==> config.mk <==
export PLATFORM = sky130hd
export DESIGN_NAME = mul_seq_ctrl_flat
export DESIGN_NICKNAME = d
export VERILOG_FILES = /design/src/rtl/mul_seq_pkg.sv /design/src/rtl/mul_seq_ctrl_if.sv /design/src/rtl/alu_unit.sv /design/src/rtl/mul_seq_ctrl.sv /design/src/flat_wrapper.sv
export SDC_FILE = /design/constraint.sdc
export NUM_CORES = 1
export LEC_CHECK = 0
export BUFFER_PORTS_ARGS = -buffer_cell sky130_fd_sc_hd__buf_2
export CAP_MARGIN = 10
export CORE_MARGIN = 2
export CORE_UTILIZATION = 40
export DETAILED_ROUTE_END_ITERATION = 10
export PLACE_DENSITY_LB_ADDON = 0.08
export SYNTH_ARGS = -nofsm -noshare
export SYNTH_HDL_FRONTEND = slang
export SYNTH_SLANG_ARGS = --single-unit
==> constraint.sdc <==
create_clock -name clk -period 3.36 [get_ports clk]
set_input_delay 0.168 -clock clk [delete_from_list [all_inputs] [get_ports clk]]
set_output_delay 0.168 -clock clk [all_outputs]
set_load 0.02 [all_outputs]
==> src/rtl/mul_seq_pkg.sv <==
// Shared types and constants for the MULT/MULTU sequencer and its bench.
// Latency constants are counted from the edge that samples start up to the done cycle.
package mul_seq_pkg;

    localparam int DATA_W = 32;
    localparam int CNT_W  = 6;

    localparam logic [2:0] ALU_OP_ADD = 3'b010;
    // alu_unit "sub" is A + ~B with no carry-in; neg(x) is therefore A=1, B=x.
    localparam logic [2:0] ALU_OP_SUB = 3'b110;

    localparam int MUL_LAT_SIGNED   = 37;
    localparam int MUL_LAT_UNSIGNED = 33;

    typedef enum logic [2:0] {
        IDLE,
        PREP_A,
        PREP_B,
        ITER,
        FIX_LO,
        FIX_HI,
        DONE
    } state_e;

endpackage

==> src/rtl/mul_seq_ctrl_if.sv <==
// Issue/result bundle between decode/stall logic (master) and the multiply sequencer (slave).
// start/op_signed/a/b are sampled only while busy is low; hi/lo are valid from the done pulse.
interface mul_seq_ctrl_if;
    import mul_seq_pkg::*;

    logic              start;
    logic              op_signed;
    logic [DATA_W-1:0] a;
    logic [DATA_W-1:0] b;
    logic              busy;
    logic              done;
    logic [DATA_W-1:0] hi;
    logic [DATA_W-1:0] lo;

    modport master (output start, op_signed, a, b, input busy, done, hi, lo);
    modport slave  (input start, op_signed, a, b, output busy, done, hi, lo);

endinterface

==> src/rtl/alu_unit.sv <==
// 32-bit integer ALU: and/or/add/sub with carry-out from the 33-bit sum.
// Purely combinational, zero latency; no flow control.
// Sub is A + ~B without carry-in, so callers build two's complement themselves.
module alu_unit
    import mul_seq_pkg::*;
(
    input  logic [31:0] a_i,
    input  logic [31:0] b_i,
    input  logic [2:0]  alu_op_i,
    output logic [31:0] result_o,
    output logic        carry_out_o
);

    logic [32:0] sum;

    always_comb begin
        sum         = '0;
        result_o    = '0;
        carry_out_o = 1'b0;
        case (alu_op_i)
            3'b000: result_o = a_i & b_i;
            3'b001: result_o = a_i | b_i;
            ALU_OP_ADD: begin
                sum         = {1'b0, a_i} + {1'b0, b_i};
                result_o    = sum[31:0];
                carry_out_o = sum[32];
            end
            ALU_OP_SUB: begin
                sum         = {1'b0, a_i} + {1'b0, ~b_i};
                result_o    = sum[31:0];
                carry_out_o = sum[32];
            end
            default: ;
        endcase
    end

endmodule

==> src/rtl/mul_seq_ctrl.sv <==
// MIPS MULT/MULTU shift-add sequencer driving one alu_unit; MUL_SIGNED_EN adds signed support.
// Fixed latency: done in cycle 37 (33 without MUL_SIGNED_EN) after the start-sampling edge.
// No queueing: start is ignored while busy, including the done cycle; hi/lo hold until the next done.
module mul_seq_ctrl
    import mul_seq_pkg::*;
(
    input  logic          clk,
    input  logic          reset,
    mul_seq_ctrl_if.slave bus
);

    state_e            state_q, state_d;
    logic [DATA_W-1:0] mcand_q, mcand_d;
    logic [DATA_W-1:0] p_hi_q, p_hi_d;
    logic [DATA_W-1:0] p_lo_q, p_lo_d;
    logic [DATA_W-1:0] hi_q, lo_q;
    logic [CNT_W-1:0]  cnt_q, cnt_d;
    logic [DATA_W-1:0] alu_a, alu_b, alu_y;
    logic [2:0]        alu_op;
    logic              alu_co;
`ifdef MUL_SIGNED_EN
    logic              os_q, os_d;
    logic              sign_q, sign_d;
    logic              c_q, c_d;
`endif

    alu_unit u_alu (
        .a_i        (alu_a),
        .b_i        (alu_b),
        .alu_op_i   (alu_op),
        .result_o   (alu_y),
        .carry_out_o(alu_co)
    );

    always_comb begin
        state_d = state_q;
        mcand_d = mcand_q;
        p_hi_d  = p_hi_q;
        p_lo_d  = p_lo_q;
        cnt_d   = cnt_q;
        alu_a   = p_hi_q;
        alu_b   = mcand_q;
        alu_op  = ALU_OP_ADD;
`ifdef MUL_SIGNED_EN
        os_d    = os_q;
        sign_d  = sign_q;
        c_d     = c_q;
`endif
        case (state_q)
            IDLE: begin
                if (bus.start) begin
                    mcand_d = bus.a;
                    p_lo_d  = bus.b;
                    p_hi_d  = '0;
                    cnt_d   = '0;
`ifdef MUL_SIGNED_EN
                    os_d    = bus.op_signed;
                    sign_d  = bus.op_signed & (bus.a[DATA_W-1] ^ bus.b[DATA_W-1]);
                    state_d = PREP_A;
`else
                    state_d = ITER;
`endif
                end
            end
`ifdef MUL_SIGNED_EN
            PREP_A: begin
                alu_a  = DATA_W'(1);
                alu_b  = mcand_q;
                alu_op = ALU_OP_SUB;
                if (os_q && mcand_q[DATA_W-1]) mcand_d = alu_y;
                state_d = PREP_B;
            end
            PREP_B: begin
                alu_a  = DATA_W'(1);
                alu_b  = p_lo_q;
                alu_op = ALU_OP_SUB;
                if (os_q && p_lo_q[DATA_W-1]) p_lo_d = alu_y;
                p_hi_d  = '0;
                cnt_d   = '0;
                state_d = ITER;
            end
`endif
            ITER: begin
                if (p_lo_q[0]) {p_hi_d, p_lo_d} = {alu_co, alu_y, p_lo_q[DATA_W-1:1]};
                else           {p_hi_d, p_lo_d} = {1'b0, p_hi_q, p_lo_q[DATA_W-1:1]};
                cnt_d = cnt_q + 1'b1;
                if (cnt_q == CNT_W'(DATA_W - 1)) begin
`ifdef MUL_SIGNED_EN
                    state_d = FIX_LO;
`else
                    state_d = DONE;
`endif
                end
            end
`ifdef MUL_SIGNED_EN
            // 64-bit negate split in two: low word 1+~lo, its carry feeds ~hi+c.
            FIX_LO: begin
                alu_a  = DATA_W'(1);
                alu_b  = p_lo_q;
                alu_op = ALU_OP_SUB;
                if (sign_q) begin
                    p_lo_d = alu_y;
                    c_d    = alu_co;
                end else begin
                    c_d    = 1'b0;
                end
                state_d = FIX_HI;
            end
            FIX_HI: begin
                alu_a  = {{(DATA_W-1){1'b0}}, c_q};
                alu_b  = p_hi_q;
                alu_op = ALU_OP_SUB;
                if (sign_q) p_hi_d = alu_y;
                state_d = DONE;
            end
`endif
            DONE:    state_d = IDLE;
            default: state_d = IDLE;
        endcase
    end

    always_ff @(posedge clk) begin
        if (reset) begin
            state_q <= IDLE;
            mcand_q <= '0;
            p_hi_q  <= '0;
            p_lo_q  <= '0;
            cnt_q   <= '0;
            hi_q    <= '0;
            lo_q    <= '0;
`ifdef MUL_SIGNED_EN
            os_q    <= 1'b0;
            sign_q  <= 1'b0;
            c_q     <= 1'b0;
`endif
        end else begin
            state_q <= state_d;
            mcand_q <= mcand_d;
            p_hi_q  <= p_hi_d;
            p_lo_q  <= p_lo_d;
            cnt_q   <= cnt_d;
`ifdef MUL_SIGNED_EN
            os_q    <= os_d;
            sign_q  <= sign_d;
            c_q     <= c_d;
`endif
            if (state_d == DONE) begin
                hi_q <= p_hi_d;
                lo_q <= p_lo_d;
            end
        end
    end

    assign bus.busy = (state_q != IDLE);
    assign bus.done = (state_q == DONE);
    assign bus.hi   = hi_q;
    assign bus.lo   = lo_q;

endmodule
==> src/flat_wrapper.sv <==
// flat-port wrapper written by rule: the top's interface ports become plain ports
module mul_seq_ctrl_flat import mul_seq_pkg::*;
  (clk, reset, bus_start, bus_op_signed, bus_a, bus_b, bus_busy, bus_done, bus_hi, bus_lo);
  mul_seq_ctrl_if bus_i ();
  input  logic clk;
  input  logic reset;
  input wire logic [$bits(bus_i.start)-1:0] bus_start;
  input wire logic [$bits(bus_i.op_signed)-1:0] bus_op_signed;
  input wire logic [$bits(bus_i.a)-1:0] bus_a;
  input wire logic [$bits(bus_i.b)-1:0] bus_b;
  output wire logic [$bits(bus_i.busy)-1:0] bus_busy;
  output wire logic [$bits(bus_i.done)-1:0] bus_done;
  output wire logic [$bits(bus_i.hi)-1:0] bus_hi;
  output wire logic [$bits(bus_i.lo)-1:0] bus_lo;
  assign bus_i.start = bus_start;
  assign bus_i.op_signed = bus_op_signed;
  assign bus_i.a = bus_a;
  assign bus_i.b = bus_b;
  assign bus_busy = bus_i.busy;
  assign bus_done = bus_i.done;
  assign bus_hi = bus_i.hi;
  assign bus_lo = bus_i.lo;
  mul_seq_ctrl u_core (.clk(clk), .reset(reset), .bus(bus_i));
endmodule
# Word level (Yosys, flattened, before mapping)
# Index checks and enable logic that the tools add are counted.
[word_totals]
ff_bits = 169
output_inout_bits = 66
[op_classes]
muxes = 11
n_reduce_logical = 5
addsub = 2
eq_ne = 5
[ops]
columns = ["cell", "n"]
rows = [
  ["$mux 32", 4],
  ["$pmux 32 s2", 2],
  ["$add 32x32->33", 1],
  ["$pmux 6 s2", 1],
  ["$add 6x1->6 const B", 1],
  ["$eq 3x3->1 const B", 2],
  ["$eq 6x5->1 const B", 1],
  ["$mux 3", 2],
  ["$mux 6", 1],
  ["$pmux 3 s2", 1],
  ["$reduce_and 2->1", 2],
  ["$eq 3x2->1 const B", 1],
  ["$logic_not 3->1", 1],
  ["$reduce_bool 3->1", 1],
  ["$ne 2x2->1 const B", 1],
  ["$reduce_bool 2->1", 1],
]

# Logic depth before layout (Yosys ltp)
[logic_depth]
depth_word = 4
mapped_depth = 10
mapped_depth_nobuf = 10

# By module
# A second synthesis with hierarchy kept.
[hier_totals]
hier_cells = 1567
area_unflattened_um2 = 11888.9
[modules_own_cells]
columns = ["module", "n_inst", "cells_each", "seq_area_each_um2", "area_per_inst_um2"]
rows = [
  ["mul_seq_ctrl", 1, 820, 3383.2, 7045.5],
  ["alu_unit", 1, 747, 0.0, 4843.4],
]

# Least setup slack after synthesis
# No wires, ideal clock.
[synth_timing]
path_kind = "register to register"
start = "reg u_core.mcand_q[0], in the netlist u_core.alu_b[0]"
end = "reg u_core.p_hi_q[29], in the netlist u_core.alu_a[29]"
stages_incl_launch_ff = 11
arrival_time_ns = 2.489
slack_ns = 0.785
period_less_slack_ns = 2.575
n_path_buf = 0
cell_sequence = "dfxtp_1 -> ha_1 -> fa_1 -> a211oi_2 -> o211ai_4 -> a211oi_1 -> o211ai_1 -> a31oi_2 -> xnor2_1 -> mux2i_1 -> a211oi_1"
[synth_via]
elab_chain_len = 3
[synth_lines]
columns = ["item", "line", "source"]
rows = [
  ["start: declaration", "mul_seq_ctrl.sv:13", "logic [DATA_W-1:0] mcand_q, mcand_d;"],
  ["start signal: assignment", "mul_seq_ctrl.sv:138", "mcand_q <= mcand_d;"],
  ["$add 32x32->33", "alu_unit.sv:24", "sum = {1'b0, a_i} + {1'b0, b_i};"],
  ["$mux 32", "mul_seq_ctrl.sv:84", "if (p_lo_q[0]) {p_hi_d, p_lo_d} = {alu_co, alu_y, p_lo_q[DATA_W-1:1]};"],
  ["$pmux 32 s2", "mul_seq_ctrl.sv:49", "case (state_q)"],
  ["end signal: assignment", "mul_seq_ctrl.sv:139", "p_hi_q <= p_hi_d;"],
  ["end: declaration", "mul_seq_ctrl.sv:14", "logic [DATA_W-1:0] p_hi_q, p_hi_d;"],
]
# No other way between the ends.
# A chain may end at the register's enable or synchronous reset.

# Worst setup path in the final report
[layout_timing]
start = "reg u_core.p_hi_q[0], in the netlist u_core.alu_a[0]"
end = "reg u_core.p_hi_q[29], in the netlist u_core.alu_a[29]"
[layout_via]
elab_chain_len = 3
[layout_lines]
columns = ["item", "line"]
rows = [
  ["$add 32x32->33", "alu_unit.sv:24"],
  ["$mux 32", "mul_seq_ctrl.sv:84"],
  ["$pmux 32 s2", "mul_seq_ctrl.sv:49"],
]
# No other way between the ends.

==> impl_metrics.ini <==
[global_route]
gr-max-usage-layer = met2
pin_count_of_the_biggest_net_entering_global_routing = 89
antenna_violations_before_repair = 0
grt_first_pass_wirelength_um = 36200
groute.layer.met2.usage = 0.336
global_route.usage.met3 = 0.0377
gr-usage-met1 = 0.281
first_global_vias = 7084
globalRoute.totalOverflow = 0
gr-usage-all-layers = 0.206

[sta]
final_period_minus_worst_setup_slack_ns = 3.01
rsz0062_at_grt = false
finalSetupTns_ns = 0
fmaxAchievable_mhz = 332
layout_setup_ws_ns = 0.351
finalHoldViolations = 0
max_slew_margin = 0.366
drv_slew = 0
finalCritPeriodShare = 0.896
clk_skew_ns = 0.0217
setup_violations = 0
max_slew.worst_pin.slew_ns = 0.952

[die]
die_area_mm2 = 0.0217
start_util = 0.406
die_x_um = 147
pin_count = 134
fp.coreArea_mm2 = 0.0202
chipHeight_um = 147
rows = 52

[setup_path]
data_arrival_critical_path_ns = 3.36
critical_path.max_stage_delay_ns = 0.45
worst_path_most_repeated_cell = a211oi_1
path_class = flip-flop to flip-flop
worst-endpoint-required_ns = 3.71
critical_path.slowest_cell = fa_1
ordered_list_of_cells_on_the_worst_path = ha_1 > fa_1 > a211oi_2 > o211ai_4 > a211oi_1 > o211ai_1 > a31oi_2 > xnor2_1 > mux2i_1 > a211oi_1
critical_path.startpoint_type = flip-flop
worst_setup_path_end_kind = flip-flop
worst-path-max-fanout = 5

[layout]
num-nets-final = 1217
insertedDiodeCount = 0
final.fill_count = 2024
final_common_cell = dfxtp_1
finalCoreUtilization = 0.493
drive_gt1_frac = 0.191
regArea_mm2 = 0.00338
area_delta_synth_final_pct = 21.4
multi_input_area_mm2 = 0.00453
most-common-layout-cells = dfxtp_1 (169), nor2_1 (138), buf_2 (131), a21oi_1 (122), nand2_1 (111)

[synthesis]
synthesis.area_per_instance_um2 = 8.32
yosys.cell_types.count = 69
post_syn_nets = 1091
yosys_register_bits = 169
ys_warn_count = 0
postSynth.asyncResetShare = 0
netlist_instances = 989
sequential_fraction_of_the_synthesis_area = 0.411
synth_edf_count = 0
mappedNetlistArea_mm2 = 0.00822
synthFlopType = dfxtp_1

[clocking]
cts.path.max_buffers = 2
cts.sink_count = 169
cts_tree = done
clkSlewWorstSetupHoldPaths_ns = 0.08
cts_made_buffers = 17
post_cts_setup_repair_bufs = 0
clock-root-buffer = clkbuf_16
cts_repair_resize_count = 0
postCtsHoldBufs = 33
h-tree-depth = 4
clkLatencyLatePin_ns = 0.44

[pwr]
p_per_area_mw_per_mm2 = 448
power.static_leakage_nw = 4.20
power.total_mw = 4.47
peakVddDrop_mv = 0.378

[placement]
detail_placement_hpwl_um = 14800
globalplace.congestion = 0.856
placement.io_buffers = 132
placement.setup.worst_slack_ns = 0.352

[flow_run]
max_cap_viol_count = 0

[drt]
drt_pre_antenna_iters = 5
avgViaCountPerCell = 5.31
detail_route.wl_per_cell_um = 15.8
drt_first_iter_violations = 383
vias = 7419
detail-route-antenna-nets = 0
post-route-drc-count = 0
total_detailed_routing_wirelength_um = 22100

[run_status]
run_status = complete, no violations

[min_path]
hold_class = input port to flip-flop
## kinds of logic after synthesis
group           after synthesis  synth area share
xor+xnor                     23            0.0245
simple gates                343             0.181
fa+ha+maj                    34            0.0526
compound gates              319             0.267
mux                          18            0.0233
flops                       169             0.411
buf+inv                      83            0.0409
## worst max-delay path: cells and delay by family, from the launching register on
kind | cells | cell delay, ns
compound gates | 6 | 1.63
mux | 1 | 0.13
fa+ha+maj | 2 | 0.68
xor+xnor | 1 | 0.14
flops | 1 | 0.33
## sequential cells by signal, summed over array words and instances, names as in the netlist
name            flops
u_core.bus.lo      32
u_core.cnt_q        6
u_core.bus.hi      32
u_core.alu_a       32
u_core.state_q      3
u_core.p_lo_q      32
u_core.alu_b       32
## power by group
| part | switching, mW | total, mW | internal, mW |
|---|---|---|---|
| combinational | 0.263 | 0.435 | 0.172 |
| clock | 0.935 | 1.95 | 1.01 |
| sequential | 0.0342 | 2.09 | 2.06 |
| total | 1.23 | 4.47 | 3.24 |
## metal layers
metal	share of wire	up-vias
li1	-	3795
met1	0.50	3461
met2	0.46	151
met3	0.036	12
met4	0.011	0
met5	0	-
## synthesized netlist by cell type (3+ instances only)
library cell,count,area share
nor2_1,140,0.064
o21ai_1,5,0.0030
o21a_1,3,0.0027
ha_1,33,0.050
dfxtp_1,169,0.41
a21oi_1,122,0.074
xnor2_1,16,0.017
mux2i_1,12,0.015
buf_2,11,0.0067
or3_1,5,0.0038
nand3_1,26,0.016
a211oi_1,50,0.046
inv_1,9,0.0041
buf_1,10,0.0046
nand3b_1,4,0.0037
and3_1,6,0.0046
nor2b_1,10,0.0076
mux2_2,5,0.0068
o21ai_0,21,0.013
a31oi_1,7,0.0053
a21oi_2,3,0.0032
a22oi_1,6,0.0055
xor2_1,7,0.0075
buf_4,3,0.0027
nand4_1,5,0.0038
a311oi_1,8,0.0085
a22o_1,31,0.033
and2_1,3,0.0023
o31ai_1,5,0.0046
nand2_1,112,0.051
a21o_1,25,0.023
nor3_1,18,0.011
clkbuf_1,49,0.022
a311oi_2,4,0.0073
## area by class of cell
type	count	area share
well taps	270	0.0338
clock inverters	14	0.0143
repair buffers	180	0.112
flip-flops and latches	169	0.339
clock buffers	18	0.0440
multi-input cells	737	0.453
inverters	10	0.00376
## metrics by stage
stage | cells | hold WS, ns | instance area [um2]
finish | 1398 | 0.0710 | 9980
global placement | 1333 | 0.415 | 9070
floorplan | 989 | 0.304 | 8220
CTS | 1398 | 0.0623 | 9980
detailed placement | 1333 | 0.415 | 9070
global route | 1398 | 0.0767 | 9980
## final timing paths
kind	start	to	slack (ns)	depth (start not counted)
hold reg to reg	u_core.bus.hi[22]	u_core.bus.hi[22]	0.46	2
setup / recovery	u_core.alu_a[0]	u_core.alu_a[29]	0.35	10
setup reg to reg	u_core.alu_a[0]	u_core.alu_a[29]	0.35	10
hold / removal	bus_b[27]	u_core.p_lo_q[27]	0.07	4
(Power assumes the default switching activity.)
